## src/rtl/acc_conditioner_if.sv

```systemverilog
// rtl/acc_conditioner_if.sv - sample and conditioned-acceleration bundle between I2C driver, conditioner and estimator
interface acc_conditioner_if;
    logic        end_flag;
    logic [7:0]  rx_hi;
    logic [7:0]  rx_lo;
    logic        recal;
    logic [15:0] acc_out;
    logic        acc_valid;
    logic        calib_done;

    modport master (
        output end_flag, rx_hi, rx_lo, recal,
        input  acc_out, acc_valid, calib_done
    );

    modport slave (
        input  end_flag, rx_hi, rx_lo, recal,
        output acc_out, acc_valid, calib_done
    );
endinterface

```

## src/rtl/acc_conditioner.sv

```systemverilog
// rtl/acc_conditioner.sv - accelerometer capture, offset calibration and saturating correction; ACC_LPF_EN adds a 4-tap average
module acc_conditioner #(
    parameter int CAL_LOG2    = 6,
    parameter int SYNC_STAGES = 2
) (
    input  logic             clk,
    input  logic             reset,
    acc_conditioner_if.slave bus
);
    localparam int SUM_W = 16 + CAL_LOG2;

    typedef enum logic {ST_CAL, ST_RUN} state_t;

    state_t                   state;
    logic [SYNC_STAGES-1:0]   sync_q;
    logic                     prev_q;
    logic                     edge_det;
    logic                     take;
    logic signed [15:0]       raw_q;
    logic                     raw_vld;
    logic signed [15:0]       offset_q;
    logic signed [SUM_W-1:0]  sum_q;
    logic signed [SUM_W-1:0]  sum_next;
    logic [CAL_LOG2-1:0]      cnt_q;
    logic signed [15:0]       offset_next;
    logic [16:0]              diff;
    logic signed [15:0]       sat;

    always_comb begin
        edge_det    = sync_q[SYNC_STAGES-1] & ~prev_q;
        // A sample colliding with recal is dropped before it enters the pipeline.
        take        = edge_det & ~bus.recal;
        sum_next    = sum_q + $signed({{CAL_LOG2{raw_q[15]}}, raw_q});
        offset_next = 16'(sum_next >>> CAL_LOG2);
        diff        = {raw_q[15], raw_q} - {offset_q[15], offset_q};
        if (diff[16] != diff[15]) begin
            sat = diff[16] ? 16'sh8000 : 16'sh7FFF;
        end else begin
            sat = diff[15:0];
        end
    end

`ifdef ACC_LPF_EN
    logic signed [15:0] tap_q [4];
    logic               lpf_vld;
    logic signed [17:0] lpf_sum;
    logic signed [15:0] lpf_avg;

    always_comb begin
        lpf_sum = $signed({{2{tap_q[0][15]}}, tap_q[0]}) + $signed({{2{tap_q[1][15]}}, tap_q[1]})
                + $signed({{2{tap_q[2][15]}}, tap_q[2]}) + $signed({{2{tap_q[3][15]}}, tap_q[3]});
        lpf_avg = 16'(lpf_sum >>> 2);
    end
`endif

    always_ff @(posedge clk) begin
        if (reset) begin
            state          <= ST_CAL;
            sync_q         <= '0;
            prev_q         <= 1'b0;
            raw_q          <= '0;
            raw_vld        <= 1'b0;
            sum_q          <= '0;
            cnt_q          <= '0;
            offset_q       <= '0;
            bus.acc_out    <= '0;
            bus.acc_valid  <= 1'b0;
            bus.calib_done <= 1'b0;
`ifdef ACC_LPF_EN
            for (int i = 0; i < 4; i++) tap_q[i] <= '0;
            lpf_vld        <= 1'b0;
`endif
        end else begin
            sync_q        <= {sync_q[SYNC_STAGES-2:0], bus.end_flag};
            prev_q        <= sync_q[SYNC_STAGES-1];
            raw_vld       <= take;
            bus.acc_valid <= 1'b0;
            if (take) begin
                raw_q <= {bus.rx_hi, bus.rx_lo};
            end
`ifdef ACC_LPF_EN
            lpf_vld <= 1'b0;
`endif
            if (bus.recal) begin
                // Also flushes any sample already registered; acc_out keeps its last value.
                state          <= ST_CAL;
                sum_q          <= '0;
                cnt_q          <= '0;
                offset_q       <= '0;
                bus.calib_done <= 1'b0;
`ifdef ACC_LPF_EN
                for (int i = 0; i < 4; i++) tap_q[i] <= '0;
`endif
            end else begin
                if (raw_vld) begin
                    case (state)
                        ST_CAL: begin
                            if (cnt_q == {CAL_LOG2{1'b1}}) begin
                                offset_q       <= offset_next;
                                sum_q          <= '0;
                                cnt_q          <= '0;
                                bus.calib_done <= 1'b1;
                                state          <= ST_RUN;
                            end else begin
                                sum_q <= sum_next;
                                cnt_q <= cnt_q + CAL_LOG2'(1);
                            end
                        end
                        ST_RUN: begin
`ifdef ACC_LPF_EN
                            tap_q[0] <= sat;
                            tap_q[1] <= tap_q[0];
                            tap_q[2] <= tap_q[1];
                            tap_q[3] <= tap_q[2];
                            lpf_vld  <= 1'b1;
`else
                            bus.acc_out   <= sat;
                            bus.acc_valid <= 1'b1;
`endif
                        end
                        default: state <= ST_CAL;
                    endcase
                end
`ifdef ACC_LPF_EN
                if (lpf_vld) begin
                    bus.acc_out   <= lpf_avg;
                    bus.acc_valid <= 1'b1;
                end
`endif
            end
        end
    end
endmodule

```

## src/flat_wrapper.sv

```systemverilog
// flat-port wrapper written by rule: the top's interface ports become plain ports
module acc_conditioner_flat 
#(
    parameter int CAL_LOG2    = 6,
    parameter int SYNC_STAGES = 2
)
  (clk, reset, bus_end_flag, bus_rx_hi, bus_rx_lo, bus_recal, bus_acc_out, bus_acc_valid, bus_calib_done);
  acc_conditioner_if bus_i ();
  input  logic clk;
  input  logic reset;
  input wire logic [$bits(bus_i.end_flag)-1:0] bus_end_flag;
  input wire logic [$bits(bus_i.rx_hi)-1:0] bus_rx_hi;
  input wire logic [$bits(bus_i.rx_lo)-1:0] bus_rx_lo;
  input wire logic [$bits(bus_i.recal)-1:0] bus_recal;
  output wire logic [$bits(bus_i.acc_out)-1:0] bus_acc_out;
  output wire logic [$bits(bus_i.acc_valid)-1:0] bus_acc_valid;
  output wire logic [$bits(bus_i.calib_done)-1:0] bus_calib_done;
  assign bus_i.end_flag = bus_end_flag;
  assign bus_i.rx_hi = bus_rx_hi;
  assign bus_i.rx_lo = bus_rx_lo;
  assign bus_i.recal = bus_recal;
  assign bus_acc_out = bus_i.acc_out;
  assign bus_acc_valid = bus_i.acc_valid;
  assign bus_calib_done = bus_i.calib_done;
  acc_conditioner #(.CAL_LOG2(CAL_LOG2), .SYNC_STAGES(SYNC_STAGES)) u_core (.clk(clk), .reset(reset), .bus(bus_i));
endmodule
```

## config.mk

```make
export PLATFORM = sky130hd
export DESIGN_NAME = acc_conditioner_flat
export DESIGN_NICKNAME = d
export VERILOG_FILES = /design/src/rtl/acc_conditioner_if.sv /design/src/rtl/acc_conditioner.sv /design/src/flat_wrapper.sv
export SDC_FILE = /design/constraint.sdc
export NUM_CORES = 1
export LEC_CHECK = 0
export BUFFER_PORTS_ARGS = -buffer_cell sky130_fd_sc_hd__buf_2
export CORE_ASPECT_RATIO = 1.5
export CORE_MARGIN = 4
export CORE_UTILIZATION = 47
export DETAILED_ROUTE_END_ITERATION = 10
export SETUP_SLACK_MARGIN = 0.15
export SYNTH_ARGS = -nofsm -noshare
export SYNTH_HDL_FRONTEND = slang
export SYNTH_SLANG_ARGS = --single-unit
export TNS_END_PERCENT = 20
```

## constraint.sdc

```tcl
create_clock -name clk -period 3 [get_ports clk]
set_input_delay 0.3 -clock clk [delete_from_list [all_inputs] [get_ports clk]]
set_output_delay 0.3 -clock clk [all_outputs]
set_load 0.02 [all_outputs]
```

# [Word level (Yosys, flattened, before mapping)]
# Cells that the tools add are included.
[classes] add_sub_neg=3 eq_ne=2 n_mux=7 bitwise_logic=6 reduce_logical=5
[op_table] cell="16-bit 2-to-1 mux" count=2
[op_table] cell="22-bit by 16-bit adder with 22-bit output" count=1
[op_table] cell="22-bit 2-to-1 mux" count=1
[op_table] cell="16-bit by 16-bit subtractor with 17-bit output" count=1
[op_table] cell="6-bit by 1-bit adder with 6-bit output, second input constant" count=1
[op_table] cell="6-bit equality test, second input constant" count=1
[op_table] cell="6-bit 2-to-1 mux" count=1
[op_table] cell="3-bit AND reduction" count=2
[op_table] cell="1-bit NOT" count=4
[op_table] cell="1-bit 2-to-1 mux" count=3
[op_table] cell="3-bit OR reduction" count=1
[op_table] cell="1-bit bitwise AND" count=2
[op_table] cell="2-bit AND reduction" count=1
[op_table] cell="2-bit OR reduction" count=1
[op_table] cell="1-bit != test" count=1
[totals] regBits=83 in_bits=20 output_inout_bits=18 wordCells=34

# [Depth between registers and ports, before layout]
# Gate-level depths: netlist of the first run.
[depth] depth_word=3 mapped_depth=13 ltp_nobuf=12

# [Worst setup path after synthesis of the first run]
# No wires, ideal clock.
[synth_timing] path_type="register to register" from="reg u_core.raw_q[0]" to="reg u_core.bus.acc_out[12]" setup_ns=0.116 arrival_ns=2.396 slack_ns=0.488 path_stages_with_launch=13 n_path_buf=0 period_less_slack_ns=2.512 path_cell_list="dfxtp_1 -> inv_1 -> ha_1 -> inv_1 -> fa_1 -> a21o_1 -> a311oi_1 -> nor4b_2 -> nor3_2 -> o31ai_4 -> o21ai_1 -> a21oi_1 -> a31o_2"
[synth_via] elab_chain_cells=3
[synth_lines] element="start: declaration" line="acc_conditioner.sv:19" source="logic signed [15:0] raw_q;"
[synth_lines] element="start signal: assignment" line="acc_conditioner.sv:79" source="raw_q <= {bus.rx_hi, bus.rx_lo};"
[synth_lines] element="16-bit by 16-bit subtractor with 17-bit output *" line="acc_conditioner.sv:35" source="diff = {raw_q[15], raw_q} - {offset_q[15], offset_q};"
[synth_lines] element="16-bit 2-to-1 mux or 1-bit != test (tied branches)" line="acc_conditioner.sv:37, acc_conditioner.sv:36"
[synth_lines] element="16-bit 2-to-1 mux *" line="acc_conditioner.sv:36" source="if (diff[16] != diff[15]) begin"
[synth_lines] element="end signal: assignment" line="acc_conditioner.sv:117" source="bus.acc_out <= sat;"
[synth_lines] element="end: declaration" line="acc_conditioner_if.sv:18" source="output acc_out, acc_valid, calib_done"
# Mark *: on every way between the ends. The rest lies on a longest branch, timed or not.
# A chain may end at the register's enable or synchronous reset.

# [Worst setup path in the final report of the first run]
[layout_timing] from="reg u_core.raw_q[15]" to="reg u_core.offset_q[15]"
[layout_via] elab_chain_cells=1
[layout_lines] element="22-bit by 16-bit adder with 22-bit output" line="acc_conditioner.sv:33" source="sum_next = sum_q + $signed({{CAL_LOG2{raw_q[15]}}, raw_q});"
[layout_lines] element="end signal: assignment" line="acc_conditioner.sv:99" source="offset_q <= offset_next;"
[layout_lines] element="end: declaration" line="acc_conditioner.sv:21" source="logic signed [15:0] offset_q;"
# No other way between the ends.

==> results of run 1 <==
## cell usage after synthesis, types with 5 or more instances
cell / number / share of area
nor3_1: 10 / 0.010
nor2_1: 50 / 0.039
xor2_1: 11 / 0.020
clkbuf_1: 22 / 0.017
and3_1: 5 / 0.0065
nand3_1: 9 / 0.0094
ha_1: 38 / 0.099
a21oi_1: 78 / 0.081
nand4_1: 5 / 0.0065
a21o_1: 13 / 0.020
xnor2_1: 21 / 0.038
dfxtp_1: 83 / 0.35
inv_1: 28 / 0.022
o21ai_0: 29 / 0.030
a31o_2: 5 / 0.0091
a22o_1: 20 / 0.036
o21bai_1: 6 / 0.0094
nor2b_1: 8 / 0.010
nand2b_1: 7 / 0.0091
nand2_1: 67 / 0.052
a211oi_1: 15 / 0.023
## flip-flops by register name (all words and copies together), names as in the netlist
register,count
u_core.bus.acc_out,16
u_core.bus.acc_valid,1
u_core.bus.calib_done,1
u_core.cnt_q,6
u_core.offset_q,16
u_core.prev_q,1
u_core.raw_q,16
u_core.raw_vld,1
u_core.state,1
u_core.sum_q,22
u_core.sync_q,2
## kinds of logic after synthesis
logic type      Yosys count
flops                    83
buf+inv                  54
xor+xnor                 32
mux                       3
compound gates          199
simple gates            179
fa+ha+maj                41
## how the worst max path moves through the flow
stage / start / to / slack [ps] / cells after the start
final: u_core.raw_q[15] / u_core.offset_q[15] / 320 / 8
after global routing: u_core.raw_q[1] / u_core.offset_q[7] / 100 / 9
after CTS: u_core.raw_q[0] / u_core.bus.acc_out[12] / 160 / 12
after detailed placement: u_core.raw_q[0] / u_core.bus.acc_out[0] / 160 / 12
after global placement: u_core.raw_q[0] / u_core.bus.acc_out[13] / 220 / 12
after floorplan: u_core.raw_q[0] / u_core.bus.acc_out[12] / 490 / 12
## critical path: cells and delay by family (launching register included)
kind	cells	cell delay, ps
DFF	1	640
and+or+nand+nor	1	310
AOI/OAI and AO/OA	5	1040
adders and majority gates	1	400
xor gates and xnor gates	1	170
## timing repair
action | CTS | global route
setup endpoints to repair | 2 | 20
gates resized for setup | 0 | 5
pin swaps | 1 | 5
setup buffers | 0 | 2
## area by class of cell
cell class	instances	area, um2
clock buffer	11	233
timing repair buffer	49	288
tap	117	146
multi-input combinational	454	2970
sequential	83	1660
clock inverter	5	85.1
fill	979	4590
inverter	29	109
## report_power, final
part           leakage [nW]  internal (mW)  switching (mW)
clock                 0.150          0.734           0.455
sequential            0.669           1.11         0.00801
combinational          1.45          0.106           0.149
## metrics by stage
stage | setup slack [ps] | instance area (um2) | hold WS (ps) | util | std cells
final | 319 | 5490 | 192 | 0.545 | 748
after floorplan | 488 | 4820 | 414 | - | 591
after CTS | 160 | 5440 | 188 | 0.540 | 746
after global placement | 222 | 5120 | 430 | 0.509 | 730
after detailed placement | 162 | 5120 | 424 | 0.509 | 730
after global routing | 95.3 | 5490 | 203 | 0.545 | 748
## cell usage in the layout, fill, tap and decap left out, types with 9 or more instances in the layout
| master | count |
|---|---|
| dfxtp_1 | 83 |
| a21oi_1 | 77 |
| nand2_1 | 67 |
| nor2_1 | 50 |
| ha_1 | 38 |
| buf_2 | 37 |
| o21ai_0 | 29 |
| inv_1 | 28 |
| xnor2_1 | 21 |
| a22o_1 | 20 |
| a211oi_1 | 15 |
| a21o_1 | 13 |
| buf_4 | 11 |
| xor2_1 | 10 |
| nor3_1 | 10 |
| nand3_1 | 9 |
| clkbuf_16 | 9 |
## layer usage
metal,track usage,part of all wire,vias to the layer above
met3,0.0314,0.030,17
met2,0.374,0.52,53
li1,-,-,2184
met5,0,0,-
met4,0.0724,0.016,0
met1,0.256,0.43,2046
==> impl_metrics.toml, run 1 <==
[floorplan]
dieArea_um2 = 12000
fp.dieW_um = 90.7
ios = 38
coreArea_um2 = 10100
initial_utilization = 0.478
die-height_um = 132
row_count = 45

[clock_tree]
numCtsBuffers = 9
cts.sinks = 83
ctsLongestPathBuffers = 2
postCtsHoldBufs = 0
clockRootBuffer = "clkbuf_16"
clk_pin_slew_worst_paths_ps = 60
worstSkewPairLatency_ps = 340
htree_levels = 3
tritoncts = "done"

[critical_path]
cp_slowest_stage_delay_ps = 640
start_kind = "flip-flop"
end_kind = "flip-flop"
worst-r2r-setup-slack_ps = 320
cp_data_required_time_ps = 3220
worstPathArrival_ps = 2910
crit_fanout = 13
cp_cell_sequence = "ha_1, a21oi_1, o21ai_0, or2_2, o311ai_0, a31o_2, xnor2_1, a21oi_1"
path_class = "flip-flop to flip-flop"
r2r_end = "u_core.offset_q[15]"
slowest_stage = "dfxtp_1"
crit_path_frequent_cell = "a21oi_1"
reg2reg_from = "u_core.raw_q[15]"
reg2reg_depth = 8

[detailed_routing]
route.detailed.drc = 0
drt_iter0_drc = 125
via_count = 4300
vias_per_cell = 5.75
wl_um = 12300
first_pass_iters = 4
wire_per_inst_um = 16.5
detail-route-antenna-nets = 0

[sta]
finalHoldViolations = 0
max_freq_mhz = 373
finalCriticalPeriod_ps = 2680
slew_viol_final = 0
fin_skew_ps = 6.14
timing.setup.tns_ps = 0
finalSetupViolCount = 0
min_period_over_period = 0.894
rsz0062_at_grt = "true"
worstMarginPinSlew_ps = 1130
slew_headroom = 0.242

[logic_synthesis]
synth_warnings = 0
synth_edf_count = 0
seq_area_frac_synth = 0.345
async_flop_share = 0
yosys.area_share.simple = 0.172
ys_types = 56
muxShareOfSynthArea = 0.00624
synth_compound_area_frac = 0.267
syn_inst = 591
avgSynthCellArea_um2 = 8.15
ys_ff_latch = 83
synthFlopType = "dfxtp_1"
syn_area_um2 = 4820
synth-xor-area-share = 0.0582
syn_nets = 651
synth_top_family_by_area = "compound AO/OA/AOI/OAI gates"
yosys.area_share.adder = 0.109

[grt]
grt_remaining_overflow = 0
grt_pass1_vias = 4156
antenna_found_initial = 0
grt_max_degree = 35
grt_pass1_wl_um = 20400
grt_usage = 0.210

[min_path]
hp-start = "bus_rx_hi[6]"
min_to = "u_core.raw_q[14]"
hold_path_depth = 3
hold_class = "primary input to flip-flop"

[finish]
drive_gt1_frac = 0.132
antenna_cells = 0
layout-area-overhead-vs-synth_pct = 14.1
nets = 686

[placed_design]
dp_hpwl_um = 9360
portBuffers = 37
finalWeightedCongestion = 0.859

[pwr]
worst_ir_drop_vdd_v = 0.000265
power.leakage_nw = 2.27
finalPower_mw = 2.56
p_per_area_nw_per_um2 = 466

[status]
outcome = "finished, final reports clean"

[job]
drv_cap = 0
Power figures use the tool's default switching activity.
==> run 2: changes to the inputs <==
- clock period: 3 -> 3.38 ns (I/O delays scaled with it)
==> impl_metrics.toml, run 2 (synthesis gave the netlist of run 1 again) <==
[status]
outcome = "finished, final reports clean"

[finish]
largest_register_ffs = 22
nets = 682
largest-register = "u_core.sum_q"
layout-area-overhead-vs-synth_pct = 12.4
final_cell_mix = "dfxtp_1 (83), a21oi_1 (78), nand2_1 (67)"
final_cells = 743
final_common_cell = "dfxtp_1"
n_fill_cell = 974
drive_gt1_frac = 0.121
antenna_cells = 0

[placed_design]
portBuffers = 37
dp_cells = 728
place_ws_ps = 553
dp_hpwl_um = 9070
finalWeightedCongestion = 0.870

[sta]
max_freq_mhz = 350
slew_viol_final = 0
finalHoldViolations = 0
slew_headroom = 0.432
worstMarginPinSlew_ps = 848
finalCriticalPeriod_ps = 2860
min_period_over_period = 0.846
rsz0062_at_grt = "false"
whs_ps = 238
setup_ws_ps = 520
fin_skew_ps = 4.88
timing.setup.tns_ps = 0
finalSetupViolCount = 0

[critical_path]
cp_data_required_time_ps = 3640
cp_slowest_stage_delay_ps = 550
cp_cell_sequence = "inv_1, ha_1, inv_1, fa_1, a21o_1, a311oi_1, nor4b_2, nor3_2, o31ai_4, inv_2, maj3_2, a211oi_2"
slowest_stage = "o31ai_4"
critPathTopFamily = "compound AO/OA/AOI/OAI gates"
crit_buf_inv = 3
path_class = "flip-flop to flip-flop"
crit_path_frequent_cell = "inv_1"
start_kind = "flip-flop"
reg2reg_from = "u_core.raw_q[0]"
worst-r2r-setup-slack_ps = 520
end_kind = "flip-flop"
crit_fanout = 16
r2r_end = "u_core.bus.acc_out[0]"
worstPathArrival_ps = 3120
reg2reg_depth = 12

[floorplan]
die-height_um = 132
initial_utilization = 0.478
ios = 38
fp.dieW_um = 90.7
row_count = 45
dieArea_um2 = 12000
coreArea_um2 = 10100

[job]
drv_cap = 0

[detailed_routing]
first_pass_iters = 4
drt-met1-wl_um = 5240
top_layer_used = "met4"
via_count = 4237
detail-route-antenna-nets = 0
dr_wl_met2_um = 6100
wl_um = 11900
wl_met3_um = 337
vias_per_cell = 5.70
wire_per_inst_um = 16.1
route.detailed.drc = 0
drt_iter0_drc = 177

[grt]
antenna_found_initial = 0
grt_pass1_wl_um = 20000
grt_max_degree = 35
grt_remaining_overflow = 0
grt_pass1_vias = 4115
grt_usage = 0.207

[clock_tree]
cts_resized = 0
htree_levels = 3
numCtsBuffers = 9
postCtsHoldBufs = 0
clk_pin_slew_worst_paths_ps = 60
ctsLongestPathBuffers = 2
worstSkewPairLatency_ps = 340
cts.sinks = 83
tritoncts = "done"
post-cts-setup-buffers = 0
clockRootBuffer = "clkbuf_16"

[min_path]
hp-start = "bus_rx_hi[2]"
min_to = "u_core.raw_q[10]"
hold_class = "primary input to flip-flop"
hold_path_depth = 3

[pwr]
finalPower_mw = 2.20
worst_ir_drop_vdd_v = 0.000278
p_per_area_nw_per_um2 = 406
power.leakage_nw = 2.25
[run 2: changes by cell type in the layout (fill, tap and decap cells not counted), moves of 2 or more]
cell      previous run  this run
clkinv_2             0         2
clkbuf_1             2         0
clkbuf_8             0         2
buf_4               11         8
[run 2: tightest hold or removal path, delay by kind of cell]
family / cells / cell delay, ps
AOI/OAI and AO/OA: 1 / 50
buffers and inverters: 1 / 90
and+or+nand+nor: 1 / 50
[run 2: per-layer routing]
metal | vias up | track usage
li1 | 2177 | -
met1 | 1981 | 0.248
met2 | 61 | 0.371
met3 | 18 | 0.0371
met4 | 0 | 0.0681
met5 | - | 0
[run 2: layout make-up]
class	instances	area (um2)	share of cell area
Clock buffer	11	253	0.0467
Tap cell	117	146	0.0271
Multi-Input combinational cell	454	2950	0.545
Clock inverter	4	48.8	0.00902
Sequential cell	83	1660	0.307
Inverter	29	109	0.0201
Timing Repair Buffer	45	245	0.0453
[run 2: worst max-delay path by stage]
stage | slack (ps) | from | depth (start not counted) | to
finish | 520 | u_core.raw_q[0] | 12 | u_core.bus.acc_out[0]
global route | 330 | u_core.raw_q[0] | 12 | u_core.bus.acc_out[12]
detailed placement | 550 | u_core.raw_q[0] | 12 | u_core.bus.acc_out[0]
floorplan | 870 | u_core.raw_q[0] | 12 | u_core.bus.acc_out[12]
CTS | 520 | u_core.raw_q[0] | 12 | u_core.bus.acc_out[0]
global placement | 610 | u_core.raw_q[0] | 12 | u_core.bus.acc_out[13]
[run 2: where the power goes]
group / switching [mW] / internal [mW] / total, mW
clock: 0.394 / 0.609 / 1.00
combinational: 0.126 / 0.0767 / 0.203
sequential: 0.00686 / 0.984 / 0.991
total: 0.527 / 1.67 / 2.20
[run 2: stage by stage]
step            util  cell area [um2]
2_1_floorplan      -             4820
3_3_place_gp   0.507             5110
3_5_place_dp   0.507             5110
4_1_cts        0.537             5410
5_1_grt        0.537             5410
6_report       0.537             5410
==> run 3: changes to the inputs <==
- PLACE_DENSITY: unset -> 0.67
- clock period: 3.38 -> 2.5 ns (I/O delays scaled with it)
==> impl_metrics.toml, run 3 (synthesis gave the netlist of run 1 again) <==
[sta]
finalSetupViolCount = 0
slew_viol_final = 0
fin_skew_ps = 6.00
finalCriticalPeriod_ps = 2420
min_period_over_period = 0.970
max_freq_mhz = 412
slew_headroom = 0.194
worstMarginPinSlew_ps = 1200
timing.setup.tns_ps = 0
finalHoldViolations = 0
whs_ps = 134
rsz0062_at_grt = "true"

[placed_design]
portBuffers = 37
dpl-instance-area_um2 = 5310
finalWeightedCongestion = 0.909
dp_hpwl_um = 9400

[critical_path]
crit_fanout = 3
cp_cell_sequence = "inv_2, ha_4, inv_2, fa_2, a21o_1, a311oi_2, nor4b_2, nor3_2, buf_4, xor2_1, a21oi_1, a31o_2"
worstPathArrival_ps = 2660
reg2reg_depth = 12
critPathTopFamily = "compound AO/OA/AOI/OAI gates"
end_kind = "flip-flop"
crit_path_frequent_cell = "inv_2"
r2r_end = "u_core.bus.acc_out[12]"
reg2reg_from = "u_core.raw_q[0]"
slowest_stage = "dfxtp_4"
worst-r2r-setup-slack_ps = 80
cp_data_required_time_ps = 2740
crit_buf_inv = 3
cp_slowest_stage_delay_ps = 350
path_class = "flip-flop to flip-flop"
start_kind = "flip-flop"

[detailed_routing]
vias_per_cell = 5.84
drt_iter0_drc = 166
wl_um = 12900
route.detailed.drc = 0
detail-route-antenna-nets = 0
wire_per_inst_um = 16.8
first_pass_iters = 4
via_count = 4481

[finish]
antenna_cells = 0
layout-area-overhead-vs-synth_pct = 21.1
final_area_um2 = 5830
final_cell_mix = "dfxtp_1 (77), a21oi_1 (70), nand2_1 (67)"
largest_register_ffs = 22
drive_gt1_frac = 0.225
largest-register = "u_core.sum_q"
n_fill_cell = 902
seq_area_um2 = 1670
multi_input_area_um2 = 3140
utilization = 0.579
final_common_cell = "dfxtp_1"
nets = 706

[floorplan]
ios = 38
fp.dieW_um = 90.7
coreArea_um2 = 10100
die-height_um = 132
initial_utilization = 0.478
dieArea_um2 = 12000
row_count = 45

[clock_tree]
tritoncts = "done"
clk_pin_slew_worst_paths_ps = 60
clockRootBuffer = "clkbuf_16"
worstSkewPairLatency_ps = 340
cts.sinks = 83
numCtsBuffers = 9
htree_levels = 3
ctsLongestPathBuffers = 2

[pwr]
worst_ir_drop_vdd_v = 0.000329
p_per_area_nw_per_um2 = 548
power.leakage_nw = 2.40
finalPower_mw = 3.20

[grt]
grt_max_degree = 35
antenna_found_initial = 0
grt_pass1_vias = 4459
grt_usage = 0.217
grt_pass1_wl_um = 21100
grt_remaining_overflow = 0

[min_path]
hold_class = "primary input to flip-flop"
min_to = "u_core.sync_q[0]"
hp-start = "bus_end_flag"
hold_path_depth = 2

[status]
outcome = "finished, final reports clean"

[job]
drv_cap = 0
==> run 3: stage by stage <==
| step | cells | setup WS, ps |
|---|---|---|
| 3_3_place_gp | 751 | -7.60 |
| 6_report | 767 | 75.0 |
| 2_1_floorplan | 591 | 150 |
| 4_1_cts | 766 | 49.9 |
| 5_1_grt | 767 | -99.8 |
| 3_5_place_dp | 751 | -38.7 |
==> run 3: worst max path at each step <==
stage	from	to	cells after the start
3_3_place_gp	u_core.raw_q[2]	u_core.sum_q[18]	9
2_1_floorplan	u_core.offset_q[0]	u_core.bus.acc_out[14]	11
4_1_cts	u_core.offset_q[0]	u_core.bus.acc_out[12]	11
5_1_grt	u_core.raw_q[0]	u_core.bus.acc_out[10]	11
3_5_place_dp	u_core.raw_q[0]	u_core.sum_q[18]	11
6_report	u_core.raw_q[0]	u_core.bus.acc_out[12]	12
==> run 3: power breakdown <==
part,total [mW],internal [mW],switching [mW]
sequential,1.34,1.33,0.00872
clock,1.53,1.00,0.533
combinational,0.326,0.133,0.193
==> run 3: final cells by class <==
cell class,count,share of cell area
sequential,83,0.287
multi-input combinational,454,0.538
clock buffer,11,0.0416
clock inverter,4,0.0169
inverter,29,0.0187
tap,117,0.0251
timing repair buffer,69,0.0736
==> run 3: routing by layer <==
metal	share of wire	GRT usage	up-vias
met2	0.49	0.368	104
met3	0.038	0.0423	49
met4	0.056	0.136	0
met5	0	0	-
li1	-	-	2234
met1	0.42	0.248	2094
==> run 3: what timing repair did <==
action | CTS | global route
pin swaps | 2 | 7
setup buffers | 0 | 1
hold buffers | 0 | 0
resized for setup | 9 | 48
gates cloned | 0 | 0
endpoints found under the setup margin | 31 | 41
